==> src/rtl/traffic_pkg.sv <==
// traffic_pkg: light codes, request FSM encoding and default parameters
package traffic_pkg;
    localparam logic [2:0] RED    = 3'b100;
    localparam logic [2:0] YELLOW = 3'b010;
    localparam logic [2:0] GREEN  = 3'b001;
    localparam int DB_CYCLES_DEF = 4;
    localparam int GMAX_DEF      = 32;
    localparam int HOLD_DEF      = 16;
    localparam int QW_DEF        = 4;
    typedef enum logic [1:0] {IDLE = 2'd0, REQ = 2'd1, SERVE = 2'd2, HOLDOFF = 2'd3} state_t;
    function automatic logic legal(input logic [2:0] c);
        return c == RED || c == YELLOW || c == GREEN;
    endfunction
endpackage

==> src/rtl/loop_debounce.sv <==
// loop_debounce: 2-flop synchronizer, stable-count debouncer and rising-edge pulse
module loop_debounce #(
    parameter int DB_CYCLES = 4
) (
    input  logic clk,
    input  logic rst_n,
    input  logic raw,
    output logic pulse
);
    localparam int CW = $clog2(DB_CYCLES + 1);
    logic s1, s2, lvl, lvl_q;
    logic [CW-1:0] cnt;
    always_ff @(posedge clk or negedge rst_n) begin
        if (!rst_n) begin
            s1    <= 1'b0;
            s2    <= 1'b0;
            lvl   <= 1'b0;
            lvl_q <= 1'b0;
            pulse <= 1'b0;
            cnt   <= '0;
        end else begin
            s1    <= raw;
            s2    <= s1;
            lvl_q <= lvl;
            pulse <= lvl & ~lvl_q;
            if (s2 == lvl) cnt <= '0;
            else if (cnt == CW'(DB_CYCLES - 1)) begin
                lvl <= s2;
                cnt <= '0;
            end else cnt <= cnt + 1'b1;
        end
    end
endmodule

==> src/rtl/vehicle_request.sv <==
// vehicle_request: country-road queue tracking and request FSM driving x to the light controller
module vehicle_request
    import traffic_pkg::*;
#(
    parameter int DB_CYCLES = DB_CYCLES_DEF,
    parameter int GMAX      = GMAX_DEF,
    parameter int HOLD      = HOLD_DEF,
    parameter int QW        = QW_DEF
) (
    input  logic          clk,
    input  logic          rst_n,
    input  logic          start,
    input  logic          arr_raw,
    input  logic          dep_raw,
    input  logic [2:0]    highway,
    input  logic [2:0]    country,
    output logic          x,
    output logic [QW-1:0] queue_cnt,
    output logic          fault
);
    localparam int GW = $clog2(GMAX + 1);
    localparam int HW = $clog2(HOLD + 1);
    localparam logic [QW-1:0] QMAX = '1;
    logic arr_p, dep_p, bad;
    state_t state;
    logic [GW-1:0] gt;
    logic [HW-1:0] ht;

    loop_debounce #(.DB_CYCLES(DB_CYCLES)) u_arr (.clk(clk), .rst_n(rst_n), .raw(arr_raw), .pulse(arr_p));
    loop_debounce #(.DB_CYCLES(DB_CYCLES)) u_dep (.clk(clk), .rst_n(rst_n), .raw(dep_raw), .pulse(dep_p));

    assign bad = !legal(highway) || !legal(country) || (highway != RED && country != RED);

    always_ff @(posedge clk or negedge rst_n) begin
        if (!rst_n) begin
            queue_cnt <= '0;
            fault     <= 1'b0;
        end else begin
            fault <= fault | bad;
            if (arr_p && !dep_p && queue_cnt != QMAX) queue_cnt <= queue_cnt + 1'b1;
            else if (dep_p && !arr_p && queue_cnt != '0) queue_cnt <= queue_cnt - 1'b1;
        end
    end

    // x is set alongside each state change so it mirrors REQ/SERVE without a decode delay
    always_ff @(posedge clk or negedge rst_n) begin
        if (!rst_n) begin
            state <= IDLE;
            x     <= 1'b0;
            gt    <= '0;
            ht    <= '0;
        end else if (fault || bad) begin
            state <= IDLE;
            x     <= 1'b0;
            gt    <= '0;
            ht    <= '0;
        end else if (start) begin
            case (state)
                IDLE: if (queue_cnt != '0) begin
                    state <= REQ;
                    x     <= 1'b1;
                end
                REQ: if (queue_cnt == '0) begin
                    state <= IDLE;
                    x     <= 1'b0;
                end else if (country == GREEN) begin
                    state <= SERVE;
                    gt    <= '0;
                end
                SERVE: if (queue_cnt == '0) begin
                    state <= IDLE;
                    x     <= 1'b0;
                end else if (gt == GW'(GMAX - 1)) begin
                    state <= HOLDOFF;
                    x     <= 1'b0;
                    ht    <= '0;
                end else gt <= gt + 1'b1;
                HOLDOFF: if (ht == HW'(HOLD - 1)) begin
                    if (country == RED) state <= IDLE;
                end else ht <= ht + 1'b1;
            endcase
        end
    end
endmodule

==> config.mk <==
export PLATFORM = sky130hd
export DESIGN_NAME = vehicle_request
export DESIGN_NICKNAME = d
export VERILOG_FILES = /design/src/rtl/traffic_pkg.sv /design/src/rtl/loop_debounce.sv /design/src/rtl/vehicle_request.sv
export SDC_FILE = /design/constraint.sdc
export NUM_CORES = 1
export LEC_CHECK = 0
export ABC_AREA = 1
export CAP_MARGIN = 20
export CELL_PAD_IN_SITES_DETAIL_PLACEMENT = 1
export CELL_PAD_IN_SITES_GLOBAL_PLACEMENT = 1
export CORE_MARGIN = 1
export CORE_UTILIZATION = 43
export DETAILED_ROUTE_END_ITERATION = 10
export PLACE_DENSITY_LB_ADDON = 0.1
export SLEW_MARGIN = 40
export SYNTH_ARGS = -nofsm -noshare
export SYNTH_HDL_FRONTEND = slang
export SYNTH_HIERARCHICAL = 1
export SYNTH_SLANG_ARGS = --single-unit
==> constraint.sdc <==
create_clock -name clk -period 2.1 [get_ports clk]
set_input_delay 0.21 -clock clk [delete_from_list [all_inputs] [get_ports clk]]
set_output_delay 0.21 -clock clk [all_outputs]
set_load 0.1 [all_outputs]
Word level (Yosys, flattened, before mapping) --
Index checks and enable logic that the tools add are counted.
Cells by class: equal/unequal tests 30, bitwise logic cells 7, add/subtract/negate cells 6, mux-type cells 36, reductions and logical operators 30
Operator list (count):
- $mux W6 | 6
- $ne A3 B3 Y1 const B | 12
- $mux W5 | 5
- $mux W2 | 9
- $eq A3 B2 Y1 const B | 4
- $mux W3 | 4
- $ne A4 B4 Y1 const B | 3
- $pmux W6 S2 | 1
- $reduce_and A6 Y1 | 2
- $pmux W5 S2 | 1
- $reduce_and A5 Y1 | 2
- $mux W4 | 2
- $pmux W2 S4 | 1
- $reduce_bool A4 Y1 | 2
- $logic_or A1 B1 Y1 | 7
- $add A3 B1 Y3 const B | 2
- $add A6 B1 Y6 const B | 1
- $eq A3 B1 Y1 const B | 2
- $eq A3 B3 Y1 const B | 2
- $eq A6 B5 Y1 const B | 1
- $mux W1 | 6
- $reduce_bool A3 Y1 | 2
- $add A5 B1 Y5 const B | 1
- $eq A5 B4 Y1 const B | 1
- other kinds (15) | 30
Word-level totals: logic and storage cells 127, input bits 11, bits in registers 35, output and inout port bits 6

Longest topological paths before layout --
depth after elaboration 9, mapped depth 11, depth with buffers taken out 11

Modules after synthesis --
The synthesis kept the hierarchy.
Modules (own cells, without submodules):
- vehicle_request | cells each 206, seq. area each 475.5 um2, area an instance 1545.2 um2, instances 1
- loop_debounce (u_arr) | cells each 28, seq. area each 200.2 um2, area an instance 292.8 um2, instances 1
- loop_debounce (u_dep) | cells each 28, seq. area each 200.2 um2, area an instance 290.3 um2, instances 1

Worst setup path before layout --
Ideal clock, no wire load.
path type register -> register, start register queue_cnt[1], end register queue_cnt[3], clock period less this slack 2.436 ns, setup time 0.163 ns, cell stages (with the launch flop) 11, required time 1.937 ns, path buffers 0, path slack -0.336 ns, arrival time 2.273 ns, cell sequence dfrtp_1 -> inv_1 -> nor3_1 -> nor2_1 -> nand2_1 -> ha_1 -> a21oi_1 -> nand2_1 -> nand3_1 -> o21ai_0 -> xor2_1
Between the ends: cells in the longest elaborated chain, start to end 3, elaborated cells on any way between the ends 9, classes of those cells 2 x add/sub; 1 x eq/ne; 2 x mux; 4 x reduce/logical
RTL lines:
- start: declaration | line vehicle_request.sv:18 | output logic [QW-1:0] queue_cnt,
- start signal: assignment | line vehicle_request.sv:40 | if (arr_p && !dep_p && queue_cnt != QMAX) queue_cnt <= queue_cnt + 1'b1;
- start signal: assignment | line vehicle_request.sv:41 | else if (dep_p && !arr_p && queue_cnt != '0) queue_cnt <= queue_cnt - 1'b1;
- $sub A4 B1 Y4, or another cell as far along | line vehicle_request.sv:41
- $mux W4, or another cell as far along | line vehicle_request.sv:41
- $mux W4 / $reduce_bool A2 Y1 (equally long branches)
Parallel ways exist; a longest one is shown, timed or not. The select of a mux whose other input is x is not followed. A chain may end at the register's enable or synchronous reset.

Worst setup path in the final report --
Same ends and word-level chain as after synthesis.

==> metrics.csv <==
stage;metric;value;unit
timing;worst_pin_slew;603;ps
detailed_routing;remaining_drc_errors;0;
critical_path;crit_slowest_cell;dfrtp_4;
synth;synth_top_cell_by_area;dfrtp_1;
floorplan;die_h;72.4;um
synth;synth_edf_count;0;
floorplan;initial_utilization;44.8;%
cells_and_area;nets;308;
floorplan;pin_count;17;
timing;setup_viol;0;
global_routing;grt_usage;19.4;%
critical_path;critPathArrivalTime;2100;ps
clocking;root_buffer;clkbuf_8;
pwr;power_leakage;1.25;nW
placed_design;place_ws;141;ps
synth;syn-cell-area;0.00213;mm2
pwr;power_per_cell_area;935;mW/mm2
synth;yosys-top-cells-count;nand2_1 (67), dfrtp_1 (35), nand3_1 (34);
status;outcome;finished clean;
floorplan;dieArea;0.00523;mm2
clocking;cts_buffers;5;
timing;max_freq;0.519;GHz
critical_path;regToRegSetupSlack;170;ps
placed_design;io_buffers;16;
timing;holdWs;352;ps
cells_and_area;fin_cells;353;
critical_path;start_kind;register;
clocking;clk_pin_slew;70;ps
synth;avgSynthCellArea;8.12;um2
global_routing;grt_pass1_vias;1742;
synth;synthCells;262;
critical_path;cp_top_family;flip-flops;
cells_and_area;final_layout_size_suffix_gt1_share;19.9;%
synth;synthMostInstantiatedCell;nand2_1;
cells_and_area;n_antenna_cell;0;
timing;slew-limit-headroom;59.8;%
clocking;htreeDepth;2;
global_routing;antenna_found_initial;0;
clocking;clk_latency;290;ps
synth;ys_ff_latch;35;
detailed_routing;firstDrtPassIters;4;
cells_and_area;fin_area;0.00245;mm2
global_routing;gr-usage-met3;4.17;%
clocking;clockBufferDepth;2;
timing;setup_ws;173;ps
timing;final_hold_viol_count;0;
synth;yosys-top-cells-area;dfrtp_1 (41%), nand2_1 (12%), nand3_1 (8.0%);
critical_path;critical_path.max_fanout;4;
detailed_routing;wl_per_cell;12.1;um
cells_and_area;num-fill-cells;599;
synth;yosysSeqAreaShare;41.2;%
synth;synthArstFlopShare;100;%
synth;syn_nets;285;
detailed_routing;viasPerCell;4.84;
synth;synth.distinct_cells;34;
pwr;total_power;2.29;mW
clocking;cts_tree;built;
detailed_routing;wl;4260;um
worst_hold_path;min_path_type;register to register;
detailed_routing;ant_nets;0;
job;maxCapViolations;0;
critical_path;worstPathCellList;inv_1 -> nor3_1 -> nor2_1 -> nand2_2 -> ha_1 -> a21oi_1 -> nand2_1 -> nand3_1 -> o21ai_0 -> xor2_1;
detailed_routing;vias;1707;
global_routing;use_met1;25.2;%
timing;tns;0;ps
critical_path;worst-endpoint-required;2270;ps
timing;fin_crit_sh;91.8;%
critical_path;critPathKind;register to register;
critical_path;rr_worst_depth;10;
timing;grt_setup_unrepaired;no;
timing;finalCriticalPeriod;1930;ps
cells_and_area;area_growth;15.3;%
detailed_routing;drtIter0Drc;70;
clocking;cts_sinks;35;
floorplan;die_x;72.4;um
synth;ys_warn_count;6;
global_routing;grt_max_degree;27;
pwr;max-vdd-ir-drop;793;uV
synth;synth_top_area_share;41.2;%
timing;slew_viol_final;0;
placed_design;dp.cells;344;
critical_path;path_buf_inv;1;
global_routing;globalRouteOverflowTotal;0;
global_routing;busiest_layer;met2;
timing;clock_skew;5.09;ps
cells_and_area;final_util;51.6;%
floorplan;std_cell_rows;25;
synth;synth_ff_type;dfrtp_1;
floorplan;core_area;0.00475;mm2
global_routing;grtUsageMet2;32.0;%
placed_design;post-dp-hpwl;3290;um
worst_hold_path;holdPathStages;0;
placed_design;place_congestion;0.816;
global_routing;grt_pass1_wl;7760;um
critical_path;end_kind;register;
critical_path;path_depth;10;
critical_path;slowest_delay;500;ps
placed_design;place_area;0.00235;mm2
## layout by cell type (no fill, tap or decap), types with 2 or more instances in the layout
cell type / instances
dfrtp_1: 31
clkbuf_8: 5
nor2_2: 10
dfrtp_2: 3
inv_2: 2
inv_1: 33
xor2_1: 3
o21ai_0: 4
ha_1: 11
a21oi_1: 2
nand2_1: 66
nand3_2: 2
nand2_4: 5
buf_4: 8
nand4_1: 3
or2_2: 2
nand2_2: 7
nor2_1: 25
nand3_1: 34
clkdlybuf4s50_1: 9
## where the power goes
group          switching, mW  leakage [nW]  internal (mW)
Sequential            0.0981         0.451          0.815
Clock                  0.247        0.0452          0.234
Combinational          0.635         0.757          0.265
## cell families (layout without fill, tap and decap cells)
logic type	after synthesis	in the layout	share of synthesized area, %
AO/OA/AOI/OAI	12	12	4.35
buffers and inverters	39	63	7.41
XOR/XNOR	3	3	1.23
adder cells (fa/ha/maj)	12	12	7.41
flip-flops	35	35	41.2
AND/OR/NAND/NOR	161	161	38.4
## flip-flops by register name, indices dropped and copies added (netlist names), 2 cells and up
signal / cells
state: 2
ht: 5
u_arr/cnt: 3
queue_cnt: 4
gt: 6
u_dep/cnt: 3
## worst register-to-register path, delay by kind of cell (launching register included)
family / cells / cell delay, ps
compound gates: 2 / 240
flops: 1 / 500
xor+xnor: 1 / 150
buf+inv: 1 / 90
fa+ha+maj: 1 / 330
simple gates: 5 / 500
## final timing paths
kind,start,end
worst min-delay path,u_arr/s1,u_arr/s2
worst max-delay path,queue_cnt[1],queue_cnt[3]
worst max register to register,queue_cnt[1],queue_cnt[3]
max in group asynchronous,rst_n,u_dep/cnt[2]
worst min register to register,u_arr/s1,u_arr/s2
min in group asynchronous,rst_n,x
## cell type report
type | count | area, um2 | area share, %
tap | 67 | 83.8 | 3.42
clock buffer | 6 | 72.6 | 2.96
timing repair buffer | 19 | 165 | 6.73
clock inverter | 2 | 13.8 | 0.561
sequential | 35 | 883 | 36.0
multi-input combinational | 188 | 1100 | 44.7
inverter | 36 | 138 | 5.61
## what timing repair did
action,in CTS,in global routing
endpoints found under the hold margin,25,0
hold buffers,1,0
resized for setup,0,1
setup buffers,0,0
setup endpoints to repair,0,1
## per-layer routing
metal / vias up / routed length (um)
met5: - / 0
met4: 0 / 63
met3: 6 / 101
met2: 16 / 2000
met1: 816 / 2100
li1: 869 / -
(Power assumes the default switching activity.)
